**config.mk**
```make
export PLATFORM = sky130hd
export DESIGN_NAME = cycle_controller
export DESIGN_NICKNAME = d
export VERILOG_FILES = /design/src/rtl/cycle_controller_pkg.sv /design/src/rtl/cycle_controller_inst_decoder.sv /design/src/rtl/cycle_controller.sv
export SDC_FILE = /design/constraint.sdc
export NUM_CORES = 1
export LEC_CHECK = 0
export ABC_AREA = 1
export CORE_MARGIN = 5
export CORE_UTILIZATION = 43
export DETAILED_ROUTE_END_ITERATION = 10
export PLACE_DENSITY = 0.86
export SYNTH_ARGS = -nofsm -noshare
export SYNTH_HDL_FRONTEND = slang
export SYNTH_SLANG_ARGS = --single-unit
export TNS_END_PERCENT = 20
```
**constraint.sdc**
```tcl
create_clock -name clock -period 1.8 [get_ports clock]
set_input_delay 0.27 -clock clock [delete_from_list [all_inputs] [get_ports clock]]
set_output_delay 0.27 -clock clock [all_outputs]
set_load 0.05 [all_outputs]
```
**src/rtl/cycle_controller_pkg.sv**
```systemverilog
// cycle_controller_pkg: phase names, opcodes, datapath select encodings and fetch states shared by the controller.
package cycle_controller_pkg;
  localparam logic [2:0] PH_A1 = 3'd0, PH_A2 = 3'd1, PH_A3 = 3'd2, PH_M1 = 3'd3;
  localparam logic [2:0] PH_M2 = 3'd4, PH_X1 = 3'd5, PH_X2 = 3'd6, PH_X3 = 3'd7;
  localparam logic [2:0] WRITE_PHASE = PH_X2;
  localparam logic [2:0] SYNC_PHASE = PH_X3;
  localparam logic [3:0] OPR_JCN = 4'h1, OPR_JUN = 4'h4, OPR_INC = 4'h6, OPR_ISZ = 4'h7;
  localparam logic [3:0] OPR_ADD = 4'h8, OPR_SUB = 4'h9, OPR_LD = 4'hA, OPR_XCH = 4'hB;
  localparam logic [3:0] OPR_LDM = 4'hD, OPR_GRP_F = 4'hF;
  localparam logic [3:0] OPA_CLB = 4'h0, OPA_CLC = 4'h1, OPA_IAC = 4'h2, OPA_CMC = 4'h3;
  localparam logic [3:0] OPA_CMA = 4'h4, OPA_TCC = 4'h7, OPA_TCS = 4'h9;
  localparam logic [2:0] ACC_IN_FROM_ALU = 3'd0, ACC_IN_FROM_REG = 3'd1, ACC_IN_FROM_IMM = 3'd2;
  localparam logic [2:0] ACC_IN_FROM_CARRY = 3'd3, ACC_IN_FROM_TCS = 3'd4;
  localparam logic [1:0] REG_IN_FROM_ACC = 2'd0, REG_IN_FROM_ALU = 2'd1;
  // ALU_OP_NOT yields ~in0 with carry-out = carry-in, so CMC is NOT with an inverted carry-in
  localparam logic [2:0] ALU_OP_ADD = 3'd0, ALU_OP_NOT = 3'd1;
  localparam logic [2:0] ALU_IN0_ACC = 3'd0, ALU_IN0_REG = 3'd1, ALU_IN0_ZERO = 3'd2;
  localparam logic [1:0] ALU_IN1_REG = 2'd0, ALU_IN1_NOT_REG = 2'd1, ALU_IN1_ZERO = 2'd2;
  localparam logic [1:0] ALU_CIN_CARRY = 2'd0, ALU_CIN_NOT_CARRY = 2'd1, ALU_CIN_ZERO = 2'd2, ALU_CIN_ONE = 2'd3;
  typedef enum logic {FETCH1, FETCH2} fetch_state_e;
endpackage

```
**src/rtl/cycle_controller_inst_decoder.sv**
```systemverilog
// inst_decoder: combinational OPR/OPA decode into datapath selects, write/clear intents, is_two_word and unimpl.
//   in : opr, opa (latched opcode nibbles), second (executing the second word of a 2-word op)
//   out: *_sel / alu_op selects, wr_*/clr_* intents (ungated by phase), two_word, unimpl
module inst_decoder
  import cycle_controller_pkg::*;
(
  input  logic [3:0] opr,
  input  logic [3:0] opa,
  input  logic       second,
  output logic [2:0] acc_sel,
  output logic [1:0] reg_sel,
  output logic [2:0] alu_op,
  output logic [2:0] in0_sel,
  output logic [1:0] in1_sel,
  output logic [1:0] cin_sel,
  output logic       clr_c,
  output logic       wr_c,
  output logic       clr_acc,
  output logic       wr_acc,
  output logic       wr_reg,
  output logic       two_word,
  output logic       unimpl
);
  always_comb begin
    acc_sel = ACC_IN_FROM_ALU;
    reg_sel = REG_IN_FROM_ACC;
    alu_op = ALU_OP_ADD;
    in0_sel = ALU_IN0_ACC;
    in1_sel = ALU_IN1_REG;
    cin_sel = ALU_CIN_CARRY;
    {clr_c, wr_c, clr_acc, wr_acc, wr_reg} = '0;
    unimpl = 1'b0;
    two_word = opr inside {OPR_JCN, OPR_JUN, OPR_ISZ};
    case (opr)
      OPR_JCN, OPR_JUN: ;
      OPR_INC, OPR_ISZ: begin
        in0_sel = ALU_IN0_REG;
        in1_sel = ALU_IN1_ZERO;
        cin_sel = ALU_CIN_ONE;
        reg_sel = REG_IN_FROM_ALU;
        // ISZ increments only in its second cycle, where the skip test follows
        wr_reg = (opr == OPR_INC) ? 1'b1 : second;
      end
      OPR_ADD: {wr_acc, wr_c} = 2'b11;
      OPR_SUB: begin
        in1_sel = ALU_IN1_NOT_REG;
        cin_sel = ALU_CIN_NOT_CARRY;
        {wr_acc, wr_c} = 2'b11;
      end
      OPR_LD: begin
        acc_sel = ACC_IN_FROM_REG;
        wr_acc = 1'b1;
      end
      OPR_XCH: begin
        acc_sel = ACC_IN_FROM_REG;
        reg_sel = REG_IN_FROM_ACC;
        {wr_acc, wr_reg} = 2'b11;
      end
      OPR_LDM: begin
        acc_sel = ACC_IN_FROM_IMM;
        wr_acc = 1'b1;
      end
      OPR_GRP_F:
        case (opa)
          OPA_CLB: {clr_acc, clr_c} = 2'b11;
          OPA_CLC: clr_c = 1'b1;
          OPA_IAC: begin
            in1_sel = ALU_IN1_ZERO;
            cin_sel = ALU_CIN_ONE;
            {wr_acc, wr_c} = 2'b11;
          end
          OPA_CMC: begin
            alu_op = ALU_OP_NOT;
            cin_sel = ALU_CIN_NOT_CARRY;
            wr_c = 1'b1;
          end
          OPA_CMA: begin
            alu_op = ALU_OP_NOT;
            wr_acc = 1'b1;
          end
          OPA_TCC: begin
            acc_sel = ACC_IN_FROM_CARRY;
            {wr_acc, clr_c} = 2'b11;
          end
          OPA_TCS: begin
            acc_sel = ACC_IN_FROM_TCS;
            {wr_acc, clr_c} = 2'b11;
          end
          default: unimpl = 1'b1;
        endcase
      default: unimpl = 1'b1;
    endcase
  end
endmodule

```
**src/rtl/cycle_controller.sv**
```systemverilog
// cycle_controller: 8-phase machine-cycle sequencer; latches OPR/OPA, runs the FETCH1/FETCH2 FSM, drives datapath strobes and PC pulses.
//   in : clock, reset_n (async active-low), data (bus nibble), take_branch, reg_is_zero
//   out: phase, sync, pc_advance, pc_load, jump_addr, inst_operand, write/clear strobes, selects, unimpl
//   CTRL_STEP_EN: adds step input and halted output for single-instruction stepping
module cycle_controller
  import cycle_controller_pkg::*;
(
  input  logic       clock,
  input  logic       reset_n,
  input  logic [3:0] data,
  input  logic       take_branch,
  input  logic       reg_is_zero,
`ifdef CTRL_STEP_EN
  input  logic       step,
  output logic       halted,
`endif
  output logic [2:0] phase,
  output logic       sync,
  output logic       pc_advance,
  output logic       pc_load,
  output logic [7:0] jump_addr,
  output logic [3:0] inst_operand,
  output logic       clear_carry,
  output logic       write_carry,
  output logic       clear_accumulator,
  output logic       write_accumulator,
  output logic       write_register,
  output logic [2:0] acc_input_sel,
  output logic [1:0] reg_input_sel,
  output logic [2:0] alu_op,
  output logic [2:0] alu_in0_sel,
  output logic [1:0] alu_in1_sel,
  output logic [1:0] alu_cin_sel,
  output logic       unimpl
);
  fetch_state_e state, state_nx;
  logic [3:0] opr, opa;
  logic adv, x_ph, w_ph, s_ph;
  logic [2:0] d_acc_sel, d_alu_op, d_in0_sel;
  logic [1:0] d_reg_sel, d_in1_sel, d_cin_sel;
  logic d_clr_c, d_wr_c, d_clr_acc, d_wr_acc, d_wr_reg, d_two_word, d_unimpl;

  inst_decoder u_dec (
    .opr(opr), .opa(opa), .second(state == FETCH2),
    .acc_sel(d_acc_sel), .reg_sel(d_reg_sel), .alu_op(d_alu_op),
    .in0_sel(d_in0_sel), .in1_sel(d_in1_sel), .cin_sel(d_cin_sel),
    .clr_c(d_clr_c), .wr_c(d_wr_c), .clr_acc(d_clr_acc), .wr_acc(d_wr_acc), .wr_reg(d_wr_reg),
    .two_word(d_two_word), .unimpl(d_unimpl)
  );

`ifdef CTRL_STEP_EN
  // parked at A1 of a fresh instruction until step is seen high
  assign halted = (state == FETCH1) && (phase == PH_A1);
  assign adv = !halted || step;
`else
  assign adv = 1'b1;
`endif

  assign x_ph = phase >= PH_X1;
  assign w_ph = phase == WRITE_PHASE;
  assign s_ph = phase == SYNC_PHASE;
  assign inst_operand = opa;

  always_ff @(posedge clock or negedge reset_n)
    if (!reset_n) begin
      phase <= PH_A1;
      state <= FETCH1;
      opr <= '0;
      opa <= '0;
      jump_addr <= '0;
    end else begin
      state <= state_nx;
      if (adv) phase <= phase + 3'd1;
      // the second word goes to jump_addr so the first word's OPR/OPA stay decodable
      if (phase == PH_M1 && state == FETCH1) opr <= data;
      if (phase == PH_M2 && state == FETCH1) opa <= data;
      if (phase == PH_M1 && state == FETCH2) jump_addr[7:4] <= data;
      if (phase == PH_M2 && state == FETCH2) jump_addr[3:0] <= data;
    end

  always_comb begin
    state_nx = state;
    if (s_ph) state_nx = (state == FETCH1 && d_two_word) ? FETCH2 : FETCH1;
    sync = s_ph;
    pc_advance = phase == PH_A3;
    pc_load = s_ph && state == FETCH2 &&
              (opr == OPR_JUN || (opr == OPR_JCN && take_branch) || (opr == OPR_ISZ && !reg_is_zero));
    unimpl = s_ph && state == FETCH1 && d_unimpl;
    acc_input_sel = x_ph ? d_acc_sel : '0;
    reg_input_sel = x_ph ? d_reg_sel : '0;
    alu_op = x_ph ? d_alu_op : '0;
    alu_in0_sel = x_ph ? d_in0_sel : '0;
    alu_in1_sel = x_ph ? d_in1_sel : '0;
    alu_cin_sel = x_ph ? d_cin_sel : '0;
    clear_carry = w_ph && d_clr_c;
    write_carry = w_ph && d_wr_c;
    clear_accumulator = w_ph && d_clr_acc;
    write_accumulator = w_ph && d_wr_acc;
    write_register = w_ph && d_wr_reg;
  end
endmodule
```
* Yosys cells after proc, flatten, opt, wreduce, memory -nomap -nowiden *
Cells that the tools add are included.

operators by class
  bitwise operators = 1
  reductions and logical operators = 31
  multiplexer cells = 29
  eq/ne operators = 21
  add/subtract/negate cells = 1
  magnitude comparators = 1

operators by type and width
  cell                   count
  $eq A4 B4 Y1 const B   7
  $eq A4 B3 Y1 const B   5
  $logic_and A1 B1 Y1    16
  $mux W1                12
  $mux W3                4
  $pmux W2 S3            2
  $reduce_or A2 Y1       5
  $eq A3 B3 Y1 const B   3
  $pmux W3 S3            1
  $reduce_or A9 Y1       1
  $eq A4 B1 Y1 const B   2
  $eq A4 B2 Y1 const B   2
  $mux W2                4
  $pmux W1 S2            4
  $reduce_or A4 Y1       2
  $reduce_or A7 Y1       1
  $eq A3 B2 Y1 const B   2
  $pmux W3 S2            1
  $reduce_or A5 Y1       1
  $logic_not A4 Y1       1
  $pmux W2 S2            1
  $add A3 B1 Y3 const B  1
  $ge A3 B3 Y1 const B   1
  $reduce_bool A3 Y1     1
  3 further kinds        4

storage, ports and cells
  bits of input ports = 8
  output and inout bits = 39
  logic and storage cells = 90
  register bits = 20

* Logic depth before layout (Yosys ltp) *
  depth in word-level cells = 5
  depth in mapped cells = 7
  mapped depth without buffers = 7

* Modules after synthesis *
A second synthesis with hierarchy kept.

unflattened totals
  cells, all modules = 212
  area total of the unflattened synthesis = 1377.6 µm²

by module, submodules not included
  module            cells an instance  seq. area each (µm²)  instances  area an instance (µm²)
  cycle_controller  132                500.5                 1          1007.2
  inst_decoder      80                 0.0                   1          370.4

* Worst setup path after synthesis *
Ideal clock, no wire load.

  path kind = flip-flop to output port
  start = reg phase[0]
  end = out clear_accumulator
  cell stages (with the launch flop) = 5
  arrival time = 2568 ps
  required time = 1530 ps
  path slack = -1038 ps
  path buffers = 0
  cell sequence = dfrtp_1 -> inv_1 -> ha_1 -> nand2_1 -> nor4_1

on the way
  word-level cells in the longest chain between the ends = 2

ends and longest elaborated chain
  what                    line                    source
  from (decl)             cycle_controller.sv:17  output logic [2:0] phase,
  from (signal assigned)  cycle_controller.sv:73  if (adv) phase <= phase + 3'd1;
  $eq A3 B3 Y1            cycle_controller.sv:60  assign w_ph = phase == WRITE_PHASE;
  $logic_and A1 B1 Y1     cycle_controller.sv:97  clear_accumulator = w_ph && d_clr_acc;
  to (decl)               cycle_controller.sv:25  output logic clear_accumulator,

No other way between the ends.

* Worst setup path in the final report *
  start = reg opr[2]
  end = out unimpl

on the way
  word-level cells in the longest chain between the ends = 4
  elaborated cells on any way between the ends = 13
  classes of those cells = eq/ne (10); mux (1); reduce/logical (2)

ends and longest elaborated chain
  what                                  line                                 source
  from (decl)                           cycle_controller.sv:37               logic [3:0] opr, opa;
  from (signal assigned)                cycle_controller.sv:75               if (phase == PH_M1 && state == FETCH1) opr <= data;
  $eq A4 B3 Y1 (tied with other cells)  cycle_controller_inst_decoder.sv:34  case (opr)
  $reduce_or A9 Y1 (no line)            n/a
  $pmux W1 S2 (*)                       cycle_controller_inst_decoder.sv:34
  $logic_and A1 B1 Y1 (*)               cycle_controller.sv:88               unimpl = s_ph && state == FETCH1 && d_unimpl;
  to (decl)                             cycle_controller.sv:34               output logic unimpl

Every way passes the cells marked *; elsewhere a longest branch is shown, timed or not.

==> reports/qor.yml <==
outcome:
  status: "finished with violations"
  violations: "setup timing"
clocking:
  cts_tree: "yes"
  path_clk_slew_ps: 110
  cts_buffers: 3
  clock_sinks: 20
  cts_hold_buf: 0
  cts_max_path_buffers: 2
  clock_latency_ps: 290
  htree_levels: 1
  clock-root-buffer: "clkbuf_4"
die:
  die_w_um: 63.6
  start_util_pct: 44.7
  row_count: 19
  core_um2: 2760
  dieArea_um2: 4040
  num_io_pins: 47
  fp.dieH_um: 63.6
timing:
  finalSetupViolCount: 17
  hold_viol_final: 0
  period_share_pct: 105
  grt_setup_unrepaired: "yes"
  tightest_slew_ps: 500
  hold_slack_ps: 295
  fmax_mhz: 531
  fin_skew_ps: 2.01
  maxSlewHeadroom_pct: 66.6
  setup_slack_ps: -84.4
  maxSlewViolCount: 0
  fin_tns_setup_ps: -860
  min_period_ps: 1880
placed_design:
  dp_hpwl_um: 2450
  io_buffers: 41
  place.gp.congestion: 0.853
  place_ws_ps: 61.6
cells_and_area:
  seq_area_um2: 510
  antennaDiodeCount: 0
  drive_gt1_share_pct: 46.4
  final_nets: 254
  area_delta_synth_final_pct: 86.4
  fill_cells: 139
  multi_input_area_um2: 841
yosys:
  synthCells: 172
  avgSynthCellArea_um2: 7.17
  synth-seq-area-share_pct: 40.6
  yosys.cell_types.count: 21
  yosys_warnings: 0
  syn_area_um2: 1230
  synth_seq_cells: 20
routing:
  vias: 1419
  vias_per_cell: 5.26
  drcViolationCount: 0
  drt_iter0_drc: 66
  dr.pass1.iters: 4
  routed_wl_um: 4080
  ant_nets: 0
  wire_per_inst_um: 15.1
critical_path:
  cp.required_ps: 1530
  end_kind: "output pin"
  crit_arrival_ps: 1610
  critical_path_class: "reg2out"
  reg2regPathDepth: 7
  critPathLaunchType: "flip-flop"
  cp_max_fo: 6
  ff2ff_setup_slack_ps: 270
  timing.rr.end: "opr[0]"
  cp-endpoint: "unimpl"
  startpoint: "opr[2]"
  timing.rr.start: "phase[0]"
global_route:
  grt_pass1_wl_um: 6270
  grt_use_met3_pct: 2.66
  gr-total-overflow: 0
  antenna_found_initial: 0
  grt_use_total_pct: 18.6
  busiest_layer: "met2"
  grt_max_degree: 21
  grt_pass1_vias: 1429
  met1_usage_pct: 21.0
  grt.met2_usage_pct: 34.4
power_and_ir_drop:
  ir_worst_vdd_mv: 1.11
  pwr_density_cell_nw_per_um2: 1080
  power.leakage_nw: 1.09
  power_mw: 2.49
worst_hold_path:
  hold_class: "in2async"
flow_run:
  cap_viol_max_count: 0
==> power breakdown <==
part           internal, mW  switching, mW
clock network         0.225          0.132
logic                 0.450          0.904
registers             0.607          0.177
total                  1.28           1.21
==> how the worst min path moves through the flow <==
stage	endpoint	cells past startpoint	slack (ps)
floorplan	inst_operand[0]	0	-30
global placement	jump_addr[2]	2	470
detailed placement	jump_addr[3]	2	480
CTS	jump_addr[5]	2	290
global route	jump_addr[4]	2	300
finish	jump_addr[4]	2	300
==> Yosys cell counts <==
| cell type | instances | share of area, % |
|---|---|---|
| o211ai_1 | 1 | 0.61 |
| nor3_2 | 1 | 0.81 |
| ha_1 | 6 | 6.1 |
| dfrtp_1 | 20 | 41 |
| nor2_4 | 1 | 0.91 |
| nand2_2 | 1 | 0.51 |
| nor4_1 | 1 | 0.51 |
| buf_2 | 1 | 0.41 |
| o21ai_1 | 1 | 0.41 |
| conb_1 | 1 | 0.30 |
| nor2_1 | 15 | 4.6 |
| o21ai_0 | 19 | 7.7 |
| nand4_1 | 2 | 1.0 |
| nand2_1 | 46 | 14 |
| nor2_2 | 1 | 0.51 |
| a21oi_1 | 8 | 3.2 |
| buf_4 | 6 | 3.7 |
| nor3_1 | 1 | 0.41 |
| nand3_1 | 14 | 5.7 |
| a31oi_1 | 1 | 0.51 |
| inv_1 | 25 | 7.6 |
==> timing repair <==
item	CTS	global route
buffers inserted	13	10
pin swaps	8	10
gates resized for setup	34	26
gates cloned	0	0
setup endpoints to repair	17	21
==> placed cells by master (no fill, tap or decap), types with 4 or more instances in the layout <==
cell             synthesis  layout
conb_1                   1       5
a21oi_2                  0       6
nor2_2                   1       6
ha_4                     0       4
nand3_2                  0       4
buf_6                    0       8
o21ai_0                 19      18
inv_1                   25      16
nand2_2                  1       4
buf_12                   0      15
dfrtp_1                 20      12
dfrtp_2                  0       8
clkdlybuf4s50_1          0      12
nor2_4                   1       6
nand3_1                 14      10
buf_4                    6      28
inv_2                    0       7
nor2_1                  15       5
nand2_1                 46      40
==> cell type report <==
type                       count  area share, %
clock buffer                   3          0.979
clock inverter                 1           1.31
inverter                      25           4.30
multi-input combinational    124           36.6
sequential                    20           22.2
tap                           31           1.69
timing repair buffer          66           33.0
==> per-layer routing <==
layer / part of all wire, % / vias up / routed length (um)
met5: 0 / - / 0
met4: 2.6 / 0 / 105
met3: 5.6 / 15 / 227
met2: 53 / 72 / 2170
met1: 39 / 659 / 1580
li1: - / 673 / -
==> worst max-delay path: stages, from the launching register on <==
cell and delay (ps):
dfrtp_2 460, inv_1 100, nor2_1 190, nand3_1 120, nand2_1 110, nor2_1 40, nand2_1 90, nor2_4 50
buf_12 140
==> flip-flops by register name, summed over array words and instances, names as in the netlist <==
name / count
state: 1
inst_operand: 4
jump_addr: 8
opr: 4
phase: 3
==> stage by stage <==
step                cells  utilization (%)  area, um2
floorplan             176                -       1350
global placement      243             67.8       1870
detailed placement    243             67.8       1870
CTS                   260             77.9       2150
global route          270             83.4       2300
finish                270             83.4       2300
==> cells by family (layout without fill, tap and decap cells) <==
kind of cell	after synthesis	after routing	share of synthesized area, %
buffers and inverters	32	95	11.7
DFF	20	20	40.6
AOI/OAI and AO/OA	30	30	12.5
other	1	5	0.304
adders and majority gates	6	6	6.09
and+or+nand+nor	83	83	28.9
No activity file was read; power rests on OpenSTA's default activity.
